## src/rtl/des_pkg.sv

```systemverilog
//------------------------------------------------------------------------------
// Module : des_pkg
// Brief  : Shared DES constants, IP/FP tables and serializer state type.
// Rev    : 1.0
//------------------------------------------------------------------------------
`default_nettype none

package des_pkg;

    localparam int DES_BLOCK_W = 64;
    localparam int DES_HALF_W  = 32;

    // Final permutation (IP^-1): output bit i takes preoutput bit FP_TABLE[i].
    localparam int FP_TABLE [1:64] = '{
        40,  8, 48, 16, 56, 24, 64, 32,
        39,  7, 47, 15, 55, 23, 63, 31,
        38,  6, 46, 14, 54, 22, 62, 30,
        37,  5, 45, 13, 53, 21, 61, 29,
        36,  4, 44, 12, 52, 20, 60, 28,
        35,  3, 43, 11, 51, 19, 59, 27,
        34,  2, 42, 10, 50, 18, 58, 26,
        33,  1, 41,  9, 49, 17, 57, 25
    };

    localparam int IP_TABLE [1:64] = '{
        58, 50, 42, 34, 26, 18, 10,  2,
        60, 52, 44, 36, 28, 20, 12,  4,
        62, 54, 46, 38, 30, 22, 14,  6,
        64, 56, 48, 40, 32, 24, 16,  8,
        57, 49, 41, 33, 25, 17,  9,  1,
        59, 51, 43, 35, 27, 19, 11,  3,
        61, 53, 45, 37, 29, 21, 13,  5,
        63, 55, 47, 39, 31, 23, 15,  7
    };

    typedef enum logic [0:0] {
        ST_IDLE = 1'b0,
        ST_SEND = 1'b1
    } ser_state_t;

endpackage

`default_nettype wire

```

## src/rtl/fp_permutation.sv

```systemverilog
//------------------------------------------------------------------------------
// Module : fp_permutation
// Brief  : Combinational DES final permutation, bit 1 = MSB.
// Rev    : 1.0
//------------------------------------------------------------------------------
`default_nettype none

module fp_permutation
    import des_pkg::*;
(
    input  logic [1:DES_BLOCK_W] data_i,
    output logic [1:DES_BLOCK_W] data_o
);

    genvar i;
    generate
        for (i = 1; i <= DES_BLOCK_W; i++) begin : g_bit
            assign data_o[i] = data_i[FP_TABLE[i]];
        end
    endgenerate

endmodule

`default_nettype wire

```

## src/rtl/des_fp_serializer.sv

```systemverilog
//------------------------------------------------------------------------------
// Module : des_fp_serializer
// Brief  : DES output stage: half swap, final permutation, MSB-first beat stream.
// Rev    : 1.0
//------------------------------------------------------------------------------
`default_nettype none

module des_fp_serializer
    import des_pkg::*;
#(
    parameter int OUT_W       = 8,
    parameter int SWAP_HALVES = 1
) (
    input  logic                 clk_i,
    input  logic                 rst_i,
    input  logic [1:DES_HALF_W]  l_i,
    input  logic [1:DES_HALF_W]  r_i,
    input  logic                 valid_i,
    output logic                 ready_o,
    output logic [1:OUT_W]       data_o,
    output logic                 valid_o,
    input  logic                 ready_i,
    output logic                 last_o,
    output logic                 busy_o
);

    localparam int N     = DES_BLOCK_W / OUT_W;
    localparam int CNT_W = (N > 1) ? $clog2(N) : 1;
    localparam logic [CNT_W-1:0] LAST_CNT = CNT_W'(N - 1);

    logic [1:DES_BLOCK_W] pre;
    logic [1:DES_BLOCK_W] fp_out;
    logic [1:DES_BLOCK_W] shreg;
    logic [CNT_W-1:0]     cnt;
    ser_state_t           state;
    logic                 valid_q;
    logic                 last_q;
    logic                 busy_q;
    logic                 accept;

    generate
        if (SWAP_HALVES != 0) begin : g_swap
            assign pre = {r_i, l_i};
        end else begin : g_no_swap
            assign pre = {l_i, r_i};
        end
    endgenerate

    fp_permutation u_fp (
        .data_i (pre),
        .data_o (fp_out)
    );

    // Accepting during the final beat keeps the stream gap-free.
    assign ready_o = (state == ST_IDLE) || ((state == ST_SEND) && last_q && ready_i);
    assign accept  = valid_i && ready_o;

    always_ff @(posedge clk_i or posedge rst_i) begin
        if (rst_i) begin
            state   <= ST_IDLE;
            shreg   <= '0;
            cnt     <= '0;
            valid_q <= 1'b0;
            last_q  <= 1'b0;
            busy_q  <= 1'b0;
        end else if (accept) begin
            state   <= ST_SEND;
            shreg   <= fp_out;
            cnt     <= '0;
            valid_q <= 1'b1;
            last_q  <= (LAST_CNT == '0);
            busy_q  <= 1'b1;
        end else if ((state == ST_SEND) && ready_i) begin
            if (last_q) begin
                state   <= ST_IDLE;
                shreg   <= '0;
                cnt     <= '0;
                valid_q <= 1'b0;
                last_q  <= 1'b0;
                busy_q  <= 1'b0;
            end else begin
                shreg   <= shreg << OUT_W;
                cnt     <= cnt + CNT_W'(1);
                last_q  <= ((cnt + CNT_W'(1)) == LAST_CNT);
            end
        end
    end

    assign data_o  = shreg[1:OUT_W];
    assign valid_o = valid_q;
    assign last_o  = last_q;
    assign busy_o  = busy_q;

endmodule

`default_nettype wire

```

## config.mk

```make
export PLATFORM = sky130hd
export DESIGN_NAME = des_fp_serializer
export DESIGN_NICKNAME = d
export VERILOG_FILES = /design/src/rtl/des_pkg.sv /design/src/rtl/fp_permutation.sv /design/src/rtl/des_fp_serializer.sv
export SDC_FILE = /design/constraint.sdc
export NUM_CORES = 1
export LEC_CHECK = 0
export BUFFER_PORTS_ARGS = -buffer_cell sky130_fd_sc_hd__buf_2
export CORE_AREA = 4 4 101 103
export DETAILED_ROUTE_END_ITERATION = 12
export DIE_AREA = 0 0 105 107
export PLACE_DENSITY_LB_ADDON = 0.15
export SYNTH_ARGS = -nofsm -noshare
export SYNTH_HDL_FRONTEND = slang
export SYNTH_SLANG_ARGS = --single-unit
```

## constraint.sdc

```tcl
create_clock -name clk_i -period 1.88 [get_ports clk_i]
set_input_delay 0.094 -clock clk_i [delete_from_list [all_inputs] [get_ports clk_i]]
set_output_delay 0.094 -clock clk_i [all_outputs]
set_load 0.01 [all_outputs]
```

## After elaboration in Yosys (flattened, before gate mapping)

Index checks and enable logic that the tools add are counted.
W data, S select, Z words.

- Register bits after elaboration: 69
- Input bits: 68
- Output and inout port bits: 12

- Add/subtract/negate cells: 1
- Equality and inequality tests: 1
- Multiplexer cells: 12
- Bitwise gates (word level): 1
- Reduce and logical (&&, ||, !) cells: 8

Operator list:

| kind | number |
|---|---|
| $mux W64 | 3 |
| $mux W3 | 3 |
| $mux W1 | 6 |
| $logic_and A1 B1 Y1 | 4 |
| $reduce_bool A2 Y1 | 2 |
| $add A3 B1 Y3 const B | 1 |
| $eq A3 B3 Y1 const B | 1 |
| $reduce_and A2 Y1 | 1 |
| $logic_or A1 B1 Y1 | 1 |
| $not A1 Y1 | 1 |

## Logic depth before layout (Yosys ltp)

- Depth in word-level cells: 6
- Mapped depth: 5
- Depth with buffers taken out: 4

## Hierarchy

From an unflattened synthesis, not the netlist that was laid out.

- Cell total of the unflattened synthesis: 441
- Area total of the unflattened synthesis: 4108.9 µm²

Modules (own cells, without submodules):

| module | instances | cells each | area an instance (µm²) | seq. area each (µm²) |
|---|---|---|---|---|
| des_fp_serializer | 1 | 377 | 3628.5 | 1726.7 |
| fp_permutation | 1 | 64 | 480.5 | 0.0 |

## Least setup slack after synthesis

Ideal clock, no wire load.

- Path type: register to register
- Start point: register, netlist name valid_o
- End point: register shreg[1] (netlist bit)
- Library setup time: 0.134 ns
- Data arrival time: 1.258 ns
- Required time: 1.746 ns
- Path slack: 0.488 ns
- Stages on the path, launching flop included: 6
- Path buffers: 2
- Cell sequence: dfrtp_1 > buf_6 > or2_4 > buf_2 > o21ai_0 > a211oi_2

RTL lines:

| element | line | source |
|---|---|---|
| to (signal assigned) | des_fp_serializer.sv:68 | `shreg <= fp_out;` |
| to (signal assigned) | des_fp_serializer.sv:82 | `shreg <= shreg << OUT_W;` |
| to (decl) | des_fp_serializer.sv:33 | `logic [1:DES_BLOCK_W] shreg;` |

==> metrics.md <==
| Metric | Value |
|---|---|
| Status | `complete, no violations` |
| Final nets | `575` |
| Max-slew violation count | `0` |
| Arr. time, crit path | `1.97 ns` |
| Die ar. | `0.0112 mm²` |
| CP required | `2.10 ns` |
| Final Cycle Share | `92.9%` |
| Placer Congestion | `0.764` |
| Routed length per instance | `17.9 µm` |
| Setup tns final | `0 ns` |
| M3 GR Usage | `2.65%` |
| Post-DP HPWL | `6.99 mm` |
| Synth Flop Type | `dfrtp_1` |
| Met2 usage | `33.4%` |
| Clock H-tree levels | `3` |
| Largest net degree at the start of global routing | `70` |
| Synth Instances | `417` |
| Hold WS | `0.00463 ns` |
| Slew headroom | `51.6%` |
| CP max stage delay | `0.50 ns` |
| Flip-flop and latch count after synthesis | `69` |
| Layout cell share with drive strength beyond 1 | `27.6%` |
| Post-synth EDFFs | `0` |
| Area Overhead vs Synth | `20.1%` |
| Crit-path slowest cell | `dfrtp_1` |
| Total Routing Usage GR | `20.1%` |
| 1st-pass router iterations | `4` |
| GR peak layer | `met2` |
| Vias in the first global route | `3611` |
| Pleak | `0.00219 µW` |
| Most instantiated library cell after synthesis | `dfrtp_1` |
| Final setup violation count | `0` |
| Initial core utilization | `44.9%` |
| First-pass GRT wire length | `18.4 mm` |
| Final std cells w/o fill | `621` |
| Hold Crit Class | `input pin to flip-flop` |
| CTS tree | `done` |
| Crit-path leading delay family | `compound AO/OA/AOI/OAI gates` |
| Post-synth net total | `487` |
| Max frequency | `0.573 GHz` |
| Hold depth | `3` |
| Final hold vios | `0` |
| Dominant cells by area after synthesis | `dfrtp_1 (42%), o221a_1 (8.2%), o21ai_0 (6.7%)` |
| Max-cap viol count | `0` |
| Warnings, synthesis | `0` |
| Die height | `107 µm` |
| Worst Path Buf+Inv | `1` |
| Layout filler cell count | `859` |
| Bufs on Longest Clock Path | `2` |
| Via count | `3567` |
| Port bufs | `79` |
| Seq/Total Area, Yosys | `41.8%` |
| Synth top cells by count | `dfrtp_1 (69), o21ai_0 (55), nor2_1 (33), o221a_1 (30)` |
| Syn Std Cell Area | `0.00413 mm²` |
| Number of cells on the critical path | `4` |
| Critical path type | `flip-flop to flip-flop` |
| CTS Root Cell | `clkbuf_8` |
| DRC violations left | `0` |
| FP Rows | `35` |
| Setup ws final | `0.134 ns` |
| Cells after DPL | `571` |
| Met1 usage | `27.2%` |
| Initial DRC Count | `244` |
| Area leader, netlist | `dfrtp_1` |
| Post-CTS Setup Repair Bufs | `0` |
| IO Pins | `80` |
| Drt total wl | `11.1 mm` |
| Vias per cell | `5.74` |
| CP Max Fanout | `16` |
| Synth top area share | `41.8%` |
| Clock skew | `0.00673 ns` |
| TritonCTS Buffers | `9` |
| Core Box Area | `0.00920 mm²` |
| Crit-path cells | `buf_4, nand2b_1, o32ai_1, a211oi_2` |
| Synth cell types | `46` |
| Clock Pin Slew Worst Setup and Hold Paths | `0.08 ns` |
| RSZ-0062 raised after global routing | `false` |
| CTS Sinks | `69` |
| R2R depth | `4` |
| Total grt overflow | `0` |
| Ys async rst share | `100%` |
| Worst vdd ir | `0.451 mV` |
| PD cells | `1340 mW/mm²` |
| Worst Tran Pin Value | `0.724 ns` |
| Clock Latency Late Sink | `0.34 ns` |
| Die width | `105 µm` |
| Mean Syn Cell Area | `9.90 µm²` |
| Startpoint Class | `flip-flop` |
| Initial antenna violation count | `0` |
| ANT cells | `0` |
| CP Capture Type | `flip-flop` |
| DRT antenna net count | `0` |
| Pre-CTS WS | `0.161 ns` |
| Minimum clock period after layout | `1.75 ns` |
-- cells by family after synthesis --
family | synth area share, %
adders and majority gates | 0.606
muxes | 1.82
DFF | 41.8
buffers and inverters | 9.49
AOI/OAI and AO/OA | 32.8
and+or+nand+nor | 13.4
-- layer usage --
layer  vias up  routed length, µm
li1       1708                  -
met1      1774               5070
met4         0                149
met5         -                  0
met2        75               5500
met3        10                427
-- power breakdown --
group	total, µW	internal [µW]	switching, µW	leakage [µW]
clock	1130	545	584	0.0000921
combinational	2840	1420	1410	0.00127
sequential	2690	2160	522	0.000821
total	6650	4130	2520	0.00219
-- worst register-to-register path: stages (launching register included) --
cell      delay (ns)
dfrtp_1         0.50
buf_4           0.21
nand2b_1        0.38
o32ai_1         0.46
a211oi_2        0.08
-- timing repair --
| item | 4_1_cts | 5_1_grt |
|---|---|---|
| hold endpoints to repair | 102 | 0 |
| hold buffers | 34 | 0 |
| gates resized for setup | 0 | 2 |
| endpoints found under the setup margin | 0 | 1 |
-- registers in the layout, summed over array words and instances (netlist names) --
| name | flops |
|---|---|
| last_o | 1 |
| valid_o | 1 |
| cnt | 3 |
| shreg | 64 |
-- stage by stage --
stage / area (µm²) / power [µW] / utilization, %
after global routing: 4960 / 7190 / 53.9
after detailed placement: 4430 / 5500 / 48.2
after CTS: 4950 / 6700 / 53.8
after floorplan: 4130 / 4950 / -
final: 4960 / 6650 / 53.9
after global placement: 4430 / 5420 / 48.2
-- cells in the final DEF (no fill, tap or decap), drive strengths merged, types with 5 or more instances in the layout --
cell type,netlist,layout
dlygate4sd3,0,34
a21oi,16,16
inv,20,20
nor2,33,33
o32ai,9,9
a21boi,9,9
nor2b,21,21
a22oi,5,5
or3b,7,7
clkbuf,8,12
a211o,8,8
o221a,32,32
buf,38,89
dfrtp,69,69
mux2i,6,6
o31ai,8,8
a211oi,16,16
o21ai,69,69
nand2b,16,16
nand3,8,8
-- layout make-up --
cell class / count / area (µm²) / share of cell area, %
clock buffers: 12 / 155 / 3.13
clock inverters: 4 / 22.5 / 0.454
inverters: 20 / 75.1 / 1.51
multi-input cells: 282 / 2010 / 40.5
flip-flops and latches: 69 / 1730 / 34.9
well taps: 111 / 139 / 2.80
repair buffers: 123 / 827 / 16.7
-- final timing paths --
check | startpoint | to | slack (ns)
worst max-delay path | valid_o | shreg[8] | 0.13
worst min-delay path | r_i[7] | shreg[10] | 0.005
worst max register to register | valid_o | shreg[8] | 0.13
worst min register to register | cnt[2] | cnt[2] | 0.51
max in group asynchronous | rst_i | last_o | 1.18
min in group asynchronous | rst_i | shreg[29] | 0.37
(Power assumes the default switching activity.)
